==> src/rtl/time_adjust_ctrl.sv <==
// time_adjust_ctrl: adjust-mode controller for the alarm clock.
// Edits the current time plus NUM_ALARMS alarms, stored as 24h binary hour/minute
// pairs, and derives the 12h display form on the way out.
// Optional feature macro: TIME_ADJUST_AUTO_REPEAT_EN (hold-to-repeat stepping).
// Handshake: b_next/b_up/b_dn are single-cycle strobes that are only acted on in
// ADJ while en=1; commit is a one-cycle strobe with no back-pressure, and the
// edited values are stable on time_out/alm_out from that cycle on.
module time_adjust_ctrl #(
  parameter int         NUM_ALARMS   = 2,
  parameter logic [7:0] CLK_RST_HR   = 8'd0,
  parameter logic [7:0] ALM_RST_HR   = 8'd23,
  parameter logic [7:0] ALM_RST_MIN  = 8'd59,
  parameter int         REPEAT_DELAY = 25000000,
  parameter int         REPEAT_RATE  = 5000000
) (
  input  logic                    clk,
  input  logic                    RESET_N,
  input  logic                    en,
  input  logic                    mode12,
  input  logic                    b_next,
  input  logic                    b_up,
  input  logic                    b_dn,
  input  logic                    b_up_lvl,
  input  logic                    b_dn_lvl,
  input  logic [15:0]             time_in,
  input  logic [16*NUM_ALARMS-1:0] alm_in,
  output logic [15:0]             time_out,
  output logic [16*NUM_ALARMS-1:0] alm_out,
  output logic [2*NUM_ALARMS+1:0] cursor,
  output logic [7:0]              disp_hr,
  output logic [7:0]              disp_min,
  output logic                    disp_pm,
  output logic                    busy,
  output logic                    commit,
  output logic [1:0]              dbg_state
);

  localparam int F = 2 + 2*NUM_ALARMS;  // editable fields
  localparam int E = NUM_ALARMS + 1;    // entities: 0 = clock, k+1 = alarm k

  typedef enum logic [1:0] {
    S_IDLE   = 2'd0,
    S_LOAD   = 2'd1,
    S_ADJ    = 2'd2,
    S_COMMIT = 2'd3
  } state_t;

  state_t       r_state, w_state_nxt;
  logic [7:0]   r_hr  [E];
  logic [7:0]   r_min [E];
  logic [7:0]   w_hr_nxt  [E];
  logic [7:0]   w_min_nxt [E];
  logic [F-1:0] r_cursor, w_cursor_nxt;
  logic         w_adj_act, w_rep_up, w_rep_dn, w_inc, w_dec;
  logic [7:0]   w_disp_hr24;

  // Wrap-around step helpers; 'top' is the largest legal value (23 or 59).
  function automatic logic [7:0] f_wrap_inc(input logic [7:0] v, input logic [7:0] top);
    return (v >= top) ? 8'd0 : v + 8'd1;
  endfunction

  function automatic logic [7:0] f_wrap_dec(input logic [7:0] v, input logic [7:0] top);
    return (v == 8'd0 || v > top) ? top : v - 8'd1;
  endfunction

  // Out-of-range captured values load as zero.
  function automatic logic [7:0] f_sanitize(input logic [7:0] v, input logic [7:0] lim);
    return (v >= lim) ? 8'd0 : v;
  endfunction

  // Buttons only count in ADJ with en still high; en=0 wins over any button.
  assign w_adj_act = (r_state == S_ADJ) && en;
  // Opposing steps in the same cycle cancel.
  assign w_inc = w_adj_act && (b_up || w_rep_up) && !(b_dn || w_rep_dn);
  assign w_dec = w_adj_act && (b_dn || w_rep_dn) && !(b_up || w_rep_up);

`ifdef TIME_ADJUST_AUTO_REPEAT_EN
  localparam int RMAX = (REPEAT_DELAY > REPEAT_RATE) ? REPEAT_DELAY : REPEAT_RATE;
  localparam int CW   = (RMAX < 2) ? 1 : $clog2(RMAX + 1);

  logic [CW-1:0] r_rep_cnt, w_rep_cnt_inc;
  logic          r_rep_armed, w_rep_hold, w_rep_fire;

  // Exactly one level held, no cursor move, still editing.
  assign w_rep_hold    = w_adj_act && (b_up_lvl ^ b_dn_lvl) && !b_next;
  assign w_rep_cnt_inc = r_rep_cnt + CW'(1);
  // First step after REPEAT_DELAY held cycles, then every REPEAT_RATE cycles.
  assign w_rep_fire    = w_rep_hold &&
                         (r_rep_armed ? (w_rep_cnt_inc == CW'(REPEAT_RATE))
                                      : (w_rep_cnt_inc == CW'(REPEAT_DELAY)));
  assign w_rep_up      = w_rep_fire && b_up_lvl;
  assign w_rep_dn      = w_rep_fire && b_dn_lvl;

  // Hold-time counter for auto-repeat; any interruption starts over from the delay.
  always_ff @(posedge clk or negedge RESET_N) begin
    if (!RESET_N) begin
      r_rep_cnt   <= '0;
      r_rep_armed <= 1'b0;
    end else if (!w_rep_hold) begin
      r_rep_cnt   <= '0;
      r_rep_armed <= 1'b0;
    end else if (w_rep_fire) begin
      r_rep_cnt   <= '0;
      r_rep_armed <= 1'b1;
    end else begin
      r_rep_cnt   <= w_rep_cnt_inc;
    end
  end
`else
  logic w_unused_cfg;
  assign w_unused_cfg = ^{b_up_lvl, b_dn_lvl, REPEAT_DELAY[0], REPEAT_RATE[0]};
  assign w_rep_up     = 1'b0;
  assign w_rep_dn     = 1'b0;
`endif

  // FSM state register.
  always_ff @(posedge clk or negedge RESET_N) begin
    if (!RESET_N) r_state <= S_IDLE;
    else          r_state <= w_state_nxt;
  end

  // FSM next state: every transition takes one clock.
  always_comb begin
    w_state_nxt = r_state;
    case (r_state)
      S_IDLE:   if (en)  w_state_nxt = S_LOAD;
      S_LOAD:            w_state_nxt = S_ADJ;
      S_ADJ:    if (!en) w_state_nxt = S_COMMIT;
      S_COMMIT:          w_state_nxt = S_IDLE;
      default:           w_state_nxt = S_IDLE;
    endcase
  end

  // FSM outputs (Moore).
  always_comb begin
    busy      = (r_state == S_LOAD) || (r_state == S_ADJ);
    commit    = (r_state == S_COMMIT);
    dbg_state = r_state;
  end

  // Edit-register next values: capture in LOAD, step/rotate in ADJ, hold otherwise.
  always_comb begin
    for (int e = 0; e < E; e++) begin
      w_hr_nxt[e]  = r_hr[e];
      w_min_nxt[e] = r_min[e];
    end
    w_cursor_nxt = r_cursor;
    if (r_state == S_LOAD) begin
      w_hr_nxt[0]  = f_sanitize(time_in[15:8], 8'd24);
      w_min_nxt[0] = f_sanitize(time_in[7:0], 8'd60);
      for (int k = 0; k < NUM_ALARMS; k++) begin
        w_hr_nxt[k+1]  = f_sanitize(alm_in[16*k+8 +: 8], 8'd24);
        w_min_nxt[k+1] = f_sanitize(alm_in[16*k +: 8], 8'd60);
      end
      w_cursor_nxt = F'(1);
    end else if (w_adj_act) begin
      // The step uses the cursor before any b_next rotation this cycle.
      for (int e = 0; e < E; e++) begin
        if (r_cursor[2*e]) begin
          if (w_inc)      w_hr_nxt[e] = f_wrap_inc(r_hr[e], 8'd23);
          else if (w_dec) w_hr_nxt[e] = f_wrap_dec(r_hr[e], 8'd23);
        end
        if (r_cursor[2*e+1]) begin
          if (w_inc)      w_min_nxt[e] = f_wrap_inc(r_min[e], 8'd59);
          else if (w_dec) w_min_nxt[e] = f_wrap_dec(r_min[e], 8'd59);
        end
      end
      if (b_next) w_cursor_nxt = {r_cursor[F-2:0], r_cursor[F-1]};
    end
  end

  // Edit registers and cursor.
  always_ff @(posedge clk or negedge RESET_N) begin
    if (!RESET_N) begin
      r_hr[0]  <= CLK_RST_HR;
      r_min[0] <= 8'd0;
      for (int k = 1; k < E; k++) begin
        r_hr[k]  <= ALM_RST_HR;
        r_min[k] <= ALM_RST_MIN;
      end
      r_cursor <= F'(1);
    end else begin
      for (int e = 0; e < E; e++) begin
        r_hr[e]  <= w_hr_nxt[e];
        r_min[e] <= w_min_nxt[e];
      end
      r_cursor <= w_cursor_nxt;
    end
  end

  // Pack edited values back into the bus layout of the inputs.
  always_comb begin
    time_out = {r_hr[0], r_min[0]};
    alm_out  = '0;
    for (int k = 0; k < NUM_ALARMS; k++) alm_out[16*k +: 16] = {r_hr[k+1], r_min[k+1]};
    cursor   = r_cursor;
  end

  // Pick the entity that owns the cursor; the clock owns bits 1:0.
  always_comb begin
    w_disp_hr24 = r_hr[0];
    disp_min    = r_min[0];
    for (int k = 0; k < NUM_ALARMS; k++) begin
      if (r_cursor[1:0] == 2'b00 && (r_cursor[2+2*k] || r_cursor[3+2*k])) begin
        w_disp_hr24 = r_hr[k+1];
        disp_min    = r_min[k+1];
      end
    end
  end

  // 12h conversion for display only: 0 -> 12 AM, 12 -> 12 PM, 13..23 -> 1..11 PM.
  always_comb begin
    if (!mode12)                  disp_hr = w_disp_hr24;
    else if (w_disp_hr24 == 8'd0) disp_hr = 8'd12;
    else if (w_disp_hr24 > 8'd12) disp_hr = w_disp_hr24 - 8'd12;
    else                          disp_hr = w_disp_hr24;
    disp_pm = mode12 && (w_disp_hr24 >= 8'd12);
  end

endmodule

==> config.mk <==
export PLATFORM = sky130hd
export DESIGN_NAME = time_adjust_ctrl
export DESIGN_NICKNAME = d
export VERILOG_FILES = /design/src/rtl/time_adjust_ctrl.sv
export SDC_FILE = /design/constraint.sdc
export NUM_CORES = 1
export LEC_CHECK = 0
export CORE_MARGIN = 2
export CORE_UTILIZATION = 45
export CTS_BUF_LIST = sky130_fd_sc_hd__clkbuf_4
export CTS_CLUSTER_SIZE = 25
export DETAILED_ROUTE_END_ITERATION = 10
export PLACE_DENSITY_LB_ADDON = 0.2
export REMOVE_ABC_BUFFERS = 1
export SKIP_CTS_REPAIR_TIMING = 1
export SYNTH_ARGS = -nofsm -noshare
export SYNTH_HDL_FRONTEND = slang
export SYNTH_SLANG_ARGS = --single-unit
==> constraint.sdc <==
create_clock -name clk -period 7.15 [get_ports clk]
set_input_delay 2.145 -clock clk [delete_from_list [all_inputs] [get_ports clk]]
set_output_delay 2.145 -clock clk [all_outputs]
set_load 0.02 [all_outputs]
# == Word-level counts from Yosys, hierarchy flattened ==
# Cells that the tools add are included.
# totals
register_bits,56
out_inout_bits,75
latch_bits,0
mem_bits_ro,0
mem_count,0
ramBits,0
# op_classes
div,0
magnitude_cmp,20
n_eq_ne,5
multipliers,0
n_reduce_logical,45
bitwise_logic,0
shift,0
n_mux,53
n_addsub,13
# op_table
op,n
$mux 8,43
$mux 24,4
$logic_not 8->1,7
$add 8x1->8 const B,6
$ge 8x5->1 const B,6
$ge 8x6->1 const B,6
$sub 8x1->8 const B,6
$gt 8x5->1 const B,3
$gt 8x6->1 const B,3
$mux 6,3
$reduce_and 3->1,6
$reduce_bool 2->1,8
$logic_or 1x1->1,9
$ge 8x4->1 const B,1
$gt 8x4->1 const B,1
$logic_and 1x1->1,8
$pmux 2 s4,1
$sub 8x4->8 const B,1
$eq 2x2->1 const B,2
$logic_not 2->1,2
$mux 2,2
$ne 2x2->1 const B,2
$reduce_and 2->1,2
$reduce_bool 3->1,1
2 further kinds,3

# == Longest topological paths before layout ==
# logic_depth
depth_word,9
mapped_depth,12
depth_no_buf,9

# == Worst setup path after synthesis ==
# No wires, ideal clock.
# synth_timing
path_kind,input port to output port
startpoint,in mode12
endpoint,out disp_hr[5]
path_buffers,0
arrival_ns,3.082
path_slack_ns,1.923
path_stages,4
t_required_ns,5.005
path_cell_list,o311ai_2 > a211oi_1 > mux2i_1 > nor3_1
# synth_via
elab_chain_len,1
# synth_lines
element,line,text
from (decl),19,"input logic mode12,"
$mux 8,213,if (!mode12) disp_hr = w_disp_hr24;
to (decl),30,"output logic [7:0] disp_hr,"
# Every way passes these cells.

# == Worst setup path in the final report ==
# Same ends and word-level chain as after synthesis.

==> results.md <==
- Status: finished clean
- CTS tree: yes
- HP Class: reg2reg
- Drt pass-1 iters: 5
- Layout Nets: between 800 and 900
- Crit start category: primary input
- Rel. slew slack: 29.18%
- FF+latch area: 1425 µm²
- Clock Power Share: 5.8%
- Port Buffers: 129
- Largest net degree at the start of global routing: 57
- Core Box Area: between 10,000 and 15,000 µm²
- Leak pwr: 0.002522 µW
- Crit Path Category: in2out
- Post-synth ARST share: 100.0%
- Max H-tree Level: 2
- RePlAce Congestion: 0.9171
- Routed vias: approximately 5,400
- Count leader, synth: nor2_1
- Unique masters post-synth: 66
- Top cells by count, synth: 75 x nor2_1, 66 x nand2_1, 59 x a21oi_1, 48 x o21ai_0, 37 x dfrtp_1
- Setup TNS: 0 ns
- Peak VDD IR: approximately 240 µV
- # diodes: 0
- Final instance area: ~6300 µm²
- Final hold viol count: 0
- Yosys top cell area share: 18.94%
- Gate Count Post-Synth: 640
- DRT antenna net count: 0
- Crit-path cells: clkdlybuf4s50_1 -> o311ai_2 -> a21oi_2 -> a211oi_1 -> nor3_1 -> clkdlybuf4s50_1
- Cell mode on critical path: clkdlybuf4s50_1
- Largest fanout on the critical path: 5
- Post-DP HPWL: 11,200 µm
- Clk_skew: 0.01336 ns
- Fin crit period: 6.213 ns
- Placed inst area: 6237 µm²
- Sequential power share: between 20 and 30%
- Final cell count without fillers: 881
- Clock Tree Root: clkbuf_4
- Final WL: 15,120 µm
- WL per Instance: 17.16 µm
- Synth area leaders: dfrtp_1 19%, dfstp_2 10%, a21oi_1 6.0%
- Sequential share of the synthesized area: 29.15%
- WP data arrival: 4.07 ns
- Number of synthesized flops with an enable pin: 0
- Grt ovf: 0
- Slowest cell delay on critical path: 0.64 ns
- Final setup viols: 0
- YS warnings: 0
- Power consumption: ~2500 µW
- Req. time, crit path: 5.01 ns
- Die width: between 100 and 150 µm
- Slowest-stage cell, CP: clkdlybuf4s50_1
- Initial antenna violation count: 0
- Ports: 132
- Vias in the first global route: 4,985
- DR iter-0 viols: 423
- Leading area contributor after synthesis: dfrtp_1
- Maximum clock frequency: 160.9 MHz
- Number of max-cap violations: 0
- Unrepaired setup endpoints after global routing: no
- CTS buffer count: 5
- Starting Density: 45.71%
- Worst-margin pin slew: between 1 and 1.5 ns
- Synth Area per Inst: 7.640 µm²
- Synth Register Bits: 56
- Gate power share: around two thirds
- CTS clk-pin slew, worst paths: 0.17 ns
- Vias/cell: roughly 6.1
- Fillers: 1,004
- Post-synth top flop: dfrtp_1
- Mapped Area: 4890 µm²
- CTS sink cnt: 56
- CP endpoint kind: output pin
- Layout area overhead: 28.71%
- Area of the multi-input gates: roughly 3200 µm²
- Global-route wire length before repair: 24,370 µm
- Final Max Slew Viols: 0
- Fraction of layout instances using a drive strength above 1: 6.883%
- Cell Rows: 38
- Die area: 11,720 µm²
- Clock buffer depth: 2
- Cell Pwr Density: between 400 and 500 nW/µm²
- Worst skew pair latency: 0.40 ns
- Final period util: 86.90%
- GRT Util Overall: 25.81%
- Chip Height: approximately 110 µm
- Switching share of total power: 51.32%
- Cell count after placement: 873
- Internal power: 1228 µW
- Drt drc: 0
- Sw Pwr: 1295 µW
## power by group through the flow
stage | registers [µW] | clock network (µW) | logic (µW)
2_1_floorplan | 715 | 0 | 1010
3_3_place_gp | 675 | 0 | 1650
3_5_place_dp | 679 | 0 | 1680
4_1_cts | 675 | 153 | 1690
5_1_grt | 702 | 164 | 1870
6_report | 683 | 146 | 1690
## final cells by class
class                           instances  area share (%)
Clock buffer                            5          0.5964
Tap cell                              140           2.783
Timing Repair Buffer                  136           21.27
Sequential cell                        56           22.64
Clock inverter                          3          0.2982
Multi-Input combinational cell        519           51.09
Inverter                               22           1.312
## critical path: cells and delay by family
kind | cells | cell delay (ns)
buf+inv | 2 | 1.17
compound gates | 3 | 0.49
simple gates | 1 | 0.26
## worst paths after layout
path / from / end / slack (ns) / depth (start not counted)
max: mode12 / disp_hr[5] / 0.94 / 6
min: alm_out[1] / alm_out[1] / 0.54 / 2
max reg2reg: dbg_state[1] / time_out[11] / 4.31 / 9
min reg2reg: alm_out[1] / alm_out[1] / 0.54 / 2
max in group asynchronous: RESET_N / time_out[14] / 4.80 / 2
min in group asynchronous: RESET_N / alm_out[13] / 1.86 / 2
## kinds of logic (layout without fill, tap and decap cells)
group | after synthesis | count (layout) | synth area share (%)
fa+ha+maj | 23 | 23 | 5.885
xor+xnor | 14 | 14 | 2.508
flops | 56 | 56 | 29.15
buf+inv | 65 | 166 | 5.220
mux | 19 | 19 | 3.941
simple gates | 244 | 244 | 23.87
compound gates | 219 | 219 | 29.43
## cells in the final DEF (no fill, tap or decap), types with 4 or more instances in the layout
cell type and count:
a211oi_1 11, and4_1 4, xnor2_1 6, nor4_1 6
dfstp_2 19, and3_1 6, clkbuf_4 5, a21o_1 4
a221oi_1 4, a311oi_1 4, a21oi_1 59, o21ai_0 48
xor2_1 8, a31oi_1 11, mux2i_1 17, nor2_1 75
or3_1 7, nand2_1 66, clkdlybuf4s50_1 128, a22oi_1 22
and2_1 8, a21boi_0 4, nor3_1 21, ha_1 23
o22ai_1 7, buf_4 7, inv_1 22, a221o_1 7
nand3_1 28, o221ai_1 5, a41oi_1 5, dfrtp_1 37
## registers in the layout, indices dropped and copies added (netlist names)
register,count
cursor,6
time_out,16
dbg_state,2
alm_out,32
## per-stage QoR
step / hold slack [ns] / worst slack [ns] / utilization, %
3_5_place_dp: 0.5173 / 0.9316 / 58.30
6_report: 0.5439 / 0.9368 / 58.83
5_1_grt: 0.5623 / 0.6209 / 58.83
3_3_place_gp: 0.5142 / 0.9295 / 58.30
4_1_cts: 0.5392 / 0.8936 / 58.83
2_1_floorplan: 0.5257 / 1.869 / -
## routing by layer
layer / track usage [%] / wire length (µm) / share of wire (%)
met3: 4.340 / 1236 / 8.2
met1: 35.17 / 6503 / 43
met2: 42.68 / 7222 / 48
met4: 6.502 / 155 / 1.0
met5: 0 / 0 / 0
Note: power is estimated with default switching activity, not from simulation.
